==> src/rtl/bus_arb_pkg.sv <==
// Shared types and constants for the two-requester memory bus arbiter.
package bus_arb_pkg;

    typedef enum logic [1:0] {
        IDLE = 2'd0,
        REQ  = 2'd1,
        WAIT = 2'd2,
        RESP = 2'd3
    } arb_state_t;

    localparam logic        OWNER_IFU = 1'b0;
    localparam logic        OWNER_LSU = 1'b1;
    localparam logic [31:0] ERR_RDATA = 32'h0;

endpackage

==> src/rtl/bus_arb_timer.sv <==
// Memory-wait watchdog: counts cycles while a transaction is outstanding and
// flags expiry on the cycle the count reaches TIMEOUT_CYCLES-1.
module bus_arb_timer #(
    parameter int TIMEOUT_CYCLES = 256
) (
    input  logic i_clk,
    input  logic i_rst,
    input  logic i_clear,
    input  logic i_run,
    output logic o_expired
);
    localparam int CW = $clog2(TIMEOUT_CYCLES + 1);

    logic [CW-1:0] r_cnt;

    // Cleared when a grant is issued, advances every outstanding cycle.
    always_ff @(posedge i_clk or posedge i_rst) begin
        if (i_rst)        r_cnt <= '0;
        else if (i_clear) r_cnt <= '0;
        else if (i_run)   r_cnt <= r_cnt + 1'b1;
    end

    assign o_expired = i_run && (r_cnt == CW'(TIMEOUT_CYCLES - 1));

endmodule

==> src/rtl/bus_arbiter.sv <==
// Two-requester (IFU fetch, LSU load/store) arbiter onto one memory port.
// One transaction in flight; LSU wins ties. Optional watchdog enabled by
// defining BUS_ARB_TIMEOUT_EN; without it REQ/WAIT wait indefinitely.
module bus_arbiter import bus_arb_pkg::*; #(
    parameter int TIMEOUT_CYCLES = 256
) (
    input  logic        clk,
    input  logic        rst,
    input  logic        ifu_req_valid,
    input  logic [31:0] ifu_addr,
    output logic        ifu_req_ready,
    output logic        ifu_resp_valid,
    output logic [31:0] ifu_rdata,
    input  logic        lsu_req_valid,
    input  logic [31:0] lsu_addr,
    input  logic        lsu_wen,
    input  logic [31:0] lsu_wdata,
    input  logic [3:0]  lsu_wmask,
    output logic        lsu_req_ready,
    output logic        lsu_resp_valid,
    output logic [31:0] lsu_rdata,
    output logic        mem_req_valid,
    input  logic        mem_req_ready,
    output logic [31:0] mem_addr,
    output logic        mem_wen,
    output logic [31:0] mem_wdata,
    output logic [3:0]  mem_wmask,
    input  logic        mem_resp_valid,
    input  logic [31:0] mem_rdata,
    output logic        arb_busy,
    output logic        arb_owner,
    output logic        bus_err
);
    if (TIMEOUT_CYCLES < 1) begin : g_param_chk
        $error("TIMEOUT_CYCLES must be at least 1");
    end

    arb_state_t  r_state;
    logic        r_owner;
    logic [31:0] r_addr;
    logic        r_wen;
    logic [31:0] r_wdata;
    logic [3:0]  r_wmask;
    logic [31:0] r_rdata;
    logic        r_err;

    logic w_idle;
    logic w_lsu_grant;
    logic w_ifu_grant;
    logic w_timeout;

    // Grants are combinational so the ready pulse lines up with the request
    // in the IDLE cycle; reset masks them so outputs drop immediately.
    assign w_idle      = !rst && (r_state == IDLE);
    assign w_lsu_grant = w_idle && lsu_req_valid;
    assign w_ifu_grant = w_idle && ifu_req_valid && !lsu_req_valid;

`ifdef BUS_ARB_TIMEOUT_EN
    bus_arb_timer #(
        .TIMEOUT_CYCLES (TIMEOUT_CYCLES)
    ) u_timer (
        .i_clk     (clk),
        .i_rst     (rst),
        .i_clear   (w_lsu_grant || w_ifu_grant),
        .i_run     ((r_state == REQ) || (r_state == WAIT)),
        .o_expired (w_timeout)
    );
`else
    assign w_timeout = 1'b0;
`endif

    // Arbitration FSM: latch the winner's request, drive memory, return data.
    always_ff @(posedge clk or posedge rst) begin
        if (rst) begin
            r_state <= IDLE;
            r_owner <= OWNER_IFU;
            r_addr  <= '0;
            r_wen   <= 1'b0;
            r_wdata <= '0;
            r_wmask <= '0;
            r_rdata <= '0;
            r_err   <= 1'b0;
        end else begin
            case (r_state)
                IDLE: begin
                    r_err <= 1'b0;
                    if (lsu_req_valid) begin
                        r_owner <= OWNER_LSU;
                        r_addr  <= lsu_addr;
                        r_wen   <= lsu_wen;
                        r_wdata <= lsu_wdata;
                        r_wmask <= lsu_wmask;
                        r_state <= REQ;
                    end else if (ifu_req_valid) begin
                        r_owner <= OWNER_IFU;
                        r_addr  <= ifu_addr;
                        r_wen   <= 1'b0;
                        r_wdata <= '0;
                        r_wmask <= '0;
                        r_state <= REQ;
                    end
                end
                REQ: begin
                    if (mem_req_ready) begin
                        r_state <= WAIT;
                    end else if (w_timeout) begin
                        r_rdata <= ERR_RDATA;
                        r_err   <= 1'b1;
                        r_state <= RESP;
                    end
                end
                WAIT: begin
                    if (mem_resp_valid) begin
                        r_rdata <= mem_rdata;
                        r_state <= RESP;
                    end else if (w_timeout) begin
                        r_rdata <= ERR_RDATA;
                        r_err   <= 1'b1;
                        r_state <= RESP;
                    end
                end
                RESP: begin
                    r_err   <= 1'b0;
                    r_state <= IDLE;
                end
                default: r_state <= IDLE;
            endcase
        end
    end

    assign ifu_req_ready  = w_ifu_grant;
    assign lsu_req_ready  = w_lsu_grant;

    assign mem_req_valid  = (r_state == REQ);
    assign mem_addr       = r_addr;
    assign mem_wen        = r_wen;
    assign mem_wdata      = r_wdata;
    assign mem_wmask      = r_wmask;

    assign ifu_resp_valid = (r_state == RESP) && (r_owner == OWNER_IFU);
    assign lsu_resp_valid = (r_state == RESP) && (r_owner == OWNER_LSU);
    assign ifu_rdata      = ifu_resp_valid ? r_rdata : 32'h0;
    assign lsu_rdata      = lsu_resp_valid ? r_rdata : 32'h0;

    assign arb_busy       = (r_state != IDLE);
    assign arb_owner      = r_owner;
    assign bus_err        = (r_state == RESP) && r_err;

endmodule

==> config.mk <==
export PLATFORM = sky130hd
export DESIGN_NAME = bus_arbiter
export DESIGN_NICKNAME = d
export VERILOG_FILES = /design/src/rtl/bus_arb_pkg.sv /design/src/rtl/bus_arb_timer.sv /design/src/rtl/bus_arbiter.sv
export SDC_FILE = /design/constraint.sdc
export NUM_CORES = 1
export LEC_CHECK = 0
export BUFFER_PORTS_ARGS = -buffer_cell sky130_fd_sc_hd__buf_2
export CAP_MARGIN = 40
export CORE_AREA = 2 2 107 109
export DETAILED_ROUTE_END_ITERATION = 8
export DIE_AREA = 0 0 109 111
export PLACE_DENSITY = 0.83
export RECOVER_POWER = 25
export SLEW_MARGIN = 20
export SYNTH_ARGS = -nofsm -noshare
export SYNTH_HDL_FRONTEND = slang
export SYNTH_HIERARCHICAL = 1
export SYNTH_SLANG_ARGS = --single-unit
export TNS_END_PERCENT = 50
==> constraint.sdc <==
create_clock -name clk -period 8 [get_ports clk]
set_clock_uncertainty 0.05 [all_clocks]
set_input_delay 0.4 -clock clk [delete_from_list [all_inputs] [get_ports clk]]
set_output_delay 0.4 -clock clk [all_outputs]
set_load 0.03 [all_outputs]
After elaboration in Yosys (flattened, before gate mapping)
Cells that the tools add are included.
{ "totals": {"register_bits": 105, "output_inout_bits": 141, "in_bits": 139} }
{ "classes": {"muxes": 17, "n_bitwise": 1, "n_reduce_logical": 17, "n_eq_ne": 6} }
{ "op_table": {"columns": ["op", "n"], "rows": [
  ["32-bit two-way mux", 6],
  ["2-bit two-way mux", 4],
  ["4-bit two-way mux", 2],
  ["2-bit case mux with 4 select lines", 1],
  ["1-bit logical AND", 7],
  ["2-bit == test, second input constant", 2],
  ["1-bit two-way mux", 4],
  ["2-bit AND reduction", 2],
  ["2-bit nonzero test", 2],
  ["2-bit OR reduction", 2],
  ["3-bit != test, second input constant", 1],
  ["3-bit AND reduction", 1],
  ["2-bit by 1-bit == test with 1-bit output, second input constant", 1],
  ["1-bit zero test", 2],
  ["2-bit zero test", 1],
  ["2-bit by 1-bit != test with 1-bit output, second input constant", 1],
  ["2-bit != test, second input constant", 1],
  ["1-bit inverter", 1]
]} }

Depth between registers and ports, before layout
{ "depth": {"ltp_word": 4, "ltp_mapped": 8, "ltp_nobuf": 5} }

Worst setup path after synthesis
No wires, ideal clock.
{ "synth_path": {"path_kind": "input-to-output", "start": "in rst", "end": "out lsu_req_ready", "cell_stages": 2, "t_arrival_ps": 3128, "t_required_ps": 7550, "path_slack_ps": 4422, "cell_sequence": "inv_1 > and3_1"} }
{ "synth_between": {"elab_chain_cells": 3} }
{ "synth_lines": {"columns": ["item", "line_no", "source"], "rows": [
  ["start, declared", "bus_arbiter.sv:8", "input logic rst,"],
  ["1-bit zero test (no source line)", null, null],
  ["1-bit logical AND", "bus_arbiter.sv:54", "assign w_idle = !rst && (r_state == IDLE);"],
  ["1-bit logical AND", "bus_arbiter.sv:55", "assign w_lsu_grant = w_idle && lsu_req_valid;"],
  ["end, declared", "bus_arbiter.sv:19", "output logic lsu_req_ready,"]
]} }
Every way passes these cells.

==> results.cfg <==
[outcome]
outcome = complete, but fails checks
violations = max-capacitance violations, max-slew violations

[power_and_ir_drop]
power_frac_comb_pct = 48.8
power.share.switching_pct = 45.8
powerDensity_mw_per_mm2 = 412
p_switching_mw = 1.24
ir_worst_vdd_mv = 0.205
p_int_mw = 1.47
p_leak_nw = 3.85
p_clk_share_pct = 16.9
totalPowerFinal_mw = 2.71
p_seq_share_pct = 34.3

[clocking]
root_buffer = clkbuf_16
cts_tree = yes
clk_latency_ps = 330
cts_resized = 0
clock-sinks = 104
clk_path_buf_depth = 2
ctsHtreeMaxLevel = 3
clk_pin_slew_ps = 70
cts_hold_buffers = 0
cts-buffers-inserted = 9
post_cts_buffers = 0

[die]
die_y_um = 111
die_w_um = 109
rows = 39
dieArea_mm2 = 0.0121
core_area_mm2 = 0.0111
boundaryPins = 280
initial_core_util_pct = 43.2

[sta]
rsz0062_at_grt = false
relSlewSlack_pct = -109
drv_slew = 108
hold_viol = 0
fin_crit_ps = 4310
setup_viol = 0
hold-worst-slack_ps = 218
post-route-period-util_pct = 53.9
setup_tns_ps = 0
worst_slew_pin_slew_ps = 3130
max_freq_mhz = 232
worst_slack_ps = 3690

[routing]
drt_pass1_iterations = 5
wl_um = 11800
wire_per_inst_um = 13.5
drcViolationCount = 0
antenna_left = 0
drtIter0Drc = 224
vias = 4173
via_per_inst = 4.77

[final_layout]
area_growth_pct = 37.8
fin_cells = 874
n_antenna_cell = 0
nNetsFinal = 870
drive_above_1_share_pct = 41.5
stdcell_area_mm2 = 0.00659
seq_area_mm2 = 0.00260
final_util_pct = 59.5
fillerInstances = 997
multi_input_area_mm2 = 0.00199

[setup_path]
crit_type = in2async
crit_path_frequent_cell = clkbuf_1
cp-end-kind = asynchronous set/reset pin
arrival_ps = 4010
crit_path_start_kind = input pin
path_cells = clkbuf_1 -> clkinvlp_2 -> clkbuf_1 -> clkbuf_1
path_max_fanout = 61
critical-path-max-stage-delay_ps = 2200
crit_slowest_cell = clkbuf_1
required_ps = 7700

[place]
post-dp-hpwl_um = 9030
dp_cells = 858
pre_cts_ws_ps = 5240
place_congestion = 0.785
portBuffers = 278
placed_cell_area_mm2 = 0.00628

[synth]
synth_fp_nets = 611
netlist_area_mm2 = 0.00478
synth.largest_area_cell = dfrtp_1
synth-seq-cells = 104
avgSynthCellArea_um2 = 10.2
synth_top_area_share_pct = 54.4
synth_area_leaders = dfrtp_1, nand2_1, mux2_1
yosysUniqueCellTypes = 21
synth_seq_area_share_pct = 54.4
netlist_instances = 468
yosys_warnings = 6

[global_routing]
gr-total-overflow = 0
grt_pass1_vias = 3933
grt_first_pass_wirelength_um = 19200
grt_antenna_before_repair = 0
grt_max_degree = 62
grt_use_total_pct = 20.1

[worst_hold_path]
holdCritPathClass = in2reg

[run]
drv_cap = 2
==> final timing paths <==
path	depth (start not counted)	to	start	slack, ps
worst max-delay path	4	mem_wmask[2]	rst	3690
worst min-delay path	2	r_rdata[4]	mem_rdata[4]	220
worst max register to register	7	mem_addr[11]	r_state[0]	6080
worst min register to register	2	mem_wdata[14]	mem_wdata[14]	410
max in group clk	4	lsu_req_ready	rst	4600
min in group asynchronous	2	mem_addr[4]	rst	490
==> logic make-up after synthesis <==
family	count (synthesis)	share of synthesized area, %
AO/OA/AOI/OAI	35	3.98
AND/OR/NAND/NOR	217	21.7
adder cells (fa/ha/maj)	4	1.05
buffers and inverters	42	4.32
multiplexers	65	14.5
other	1	0.0784
flip-flops	104	54.4
==> worst max-delay path: cells and delay by family <==
family | cells | cell delay, ps
buffers and inverters | 4 | 3530
==> layout by cell type (no fill, tap or decap), types with 2 or more instances in the layout <==
| cell | count |
|---|---|
| clkbuf_1 | 4 |
| o21ai_1 | 32 |
| buf_4 | 3 |
| dfrtp_1 | 104 |
| buf_16 | 2 |
| nand3_1 | 37 |
| mux2_1 | 31 |
| ha_1 | 3 |
| mux2i_1 | 32 |
| inv_1 | 4 |
| bufinv_16 | 2 |
| nand2_1 | 110 |
| buf_2 | 276 |
| clkbuf_16 | 9 |
| and3_1 | 33 |
| and2_1 | 33 |
| mux2_2 | 2 |
==> synth_stat cells <==
library cell,n
nand2_1,110
o32a_1,1
ha_1,4
clkbuf_1,18
o21ai_1,33
and2_1,33
nor2b_1,1
dfrtp_1,104
mux2i_1,32
inv_1,5
nor4b_1,1
a221oi_2,1
buf_2,9
nor2_1,1
nor2b_2,1
mux2_2,2
buf_4,10
conb_1,1
and3_1,33
nand3_1,37
mux2_1,31
==> registers in the layout, summed over array words and instances (netlist names) <==
signal     flops
arb_owner      1
mem_addr      32
mem_wdata     32
mem_wen        1
mem_wmask      4
r_rdata       32
r_state        2
==> power by group through the flow <==
stage	clock network (mW)	registers [mW]	logic, mW
detailed placement	0	0.939	1.35
global route	0.497	0.967	1.44
finish	0.459	0.931	1.33
floorplan	0	1.21	0.656
CTS	0.470	0.933	1.34
global placement	0	0.928	1.29
==> cell type report <==
cell class | count | share of cell area, %
Clock inverter | 5 | 1.23
Sequential cell | 104 | 39.5
Multi-Input combinational cell | 322 | 30.2
Tap cell | 143 | 2.72
Clock buffer | 10 | 3.47
Timing Repair Buffer | 285 | 22.6
Inverter | 5 | 0.304
==> routing by layer <==
layer / routed length (um) / vias up / GRT usage (%)
li1: - / 2070 / -
met1: 4690 / 1913 / 24.6
met2: 6000 / 172 / 34.6
met3: 890 / 18 / 4.23
met4: 231 / 0 / 7.35
met5: 0 / - / 0
(Power assumes the default switching activity.)
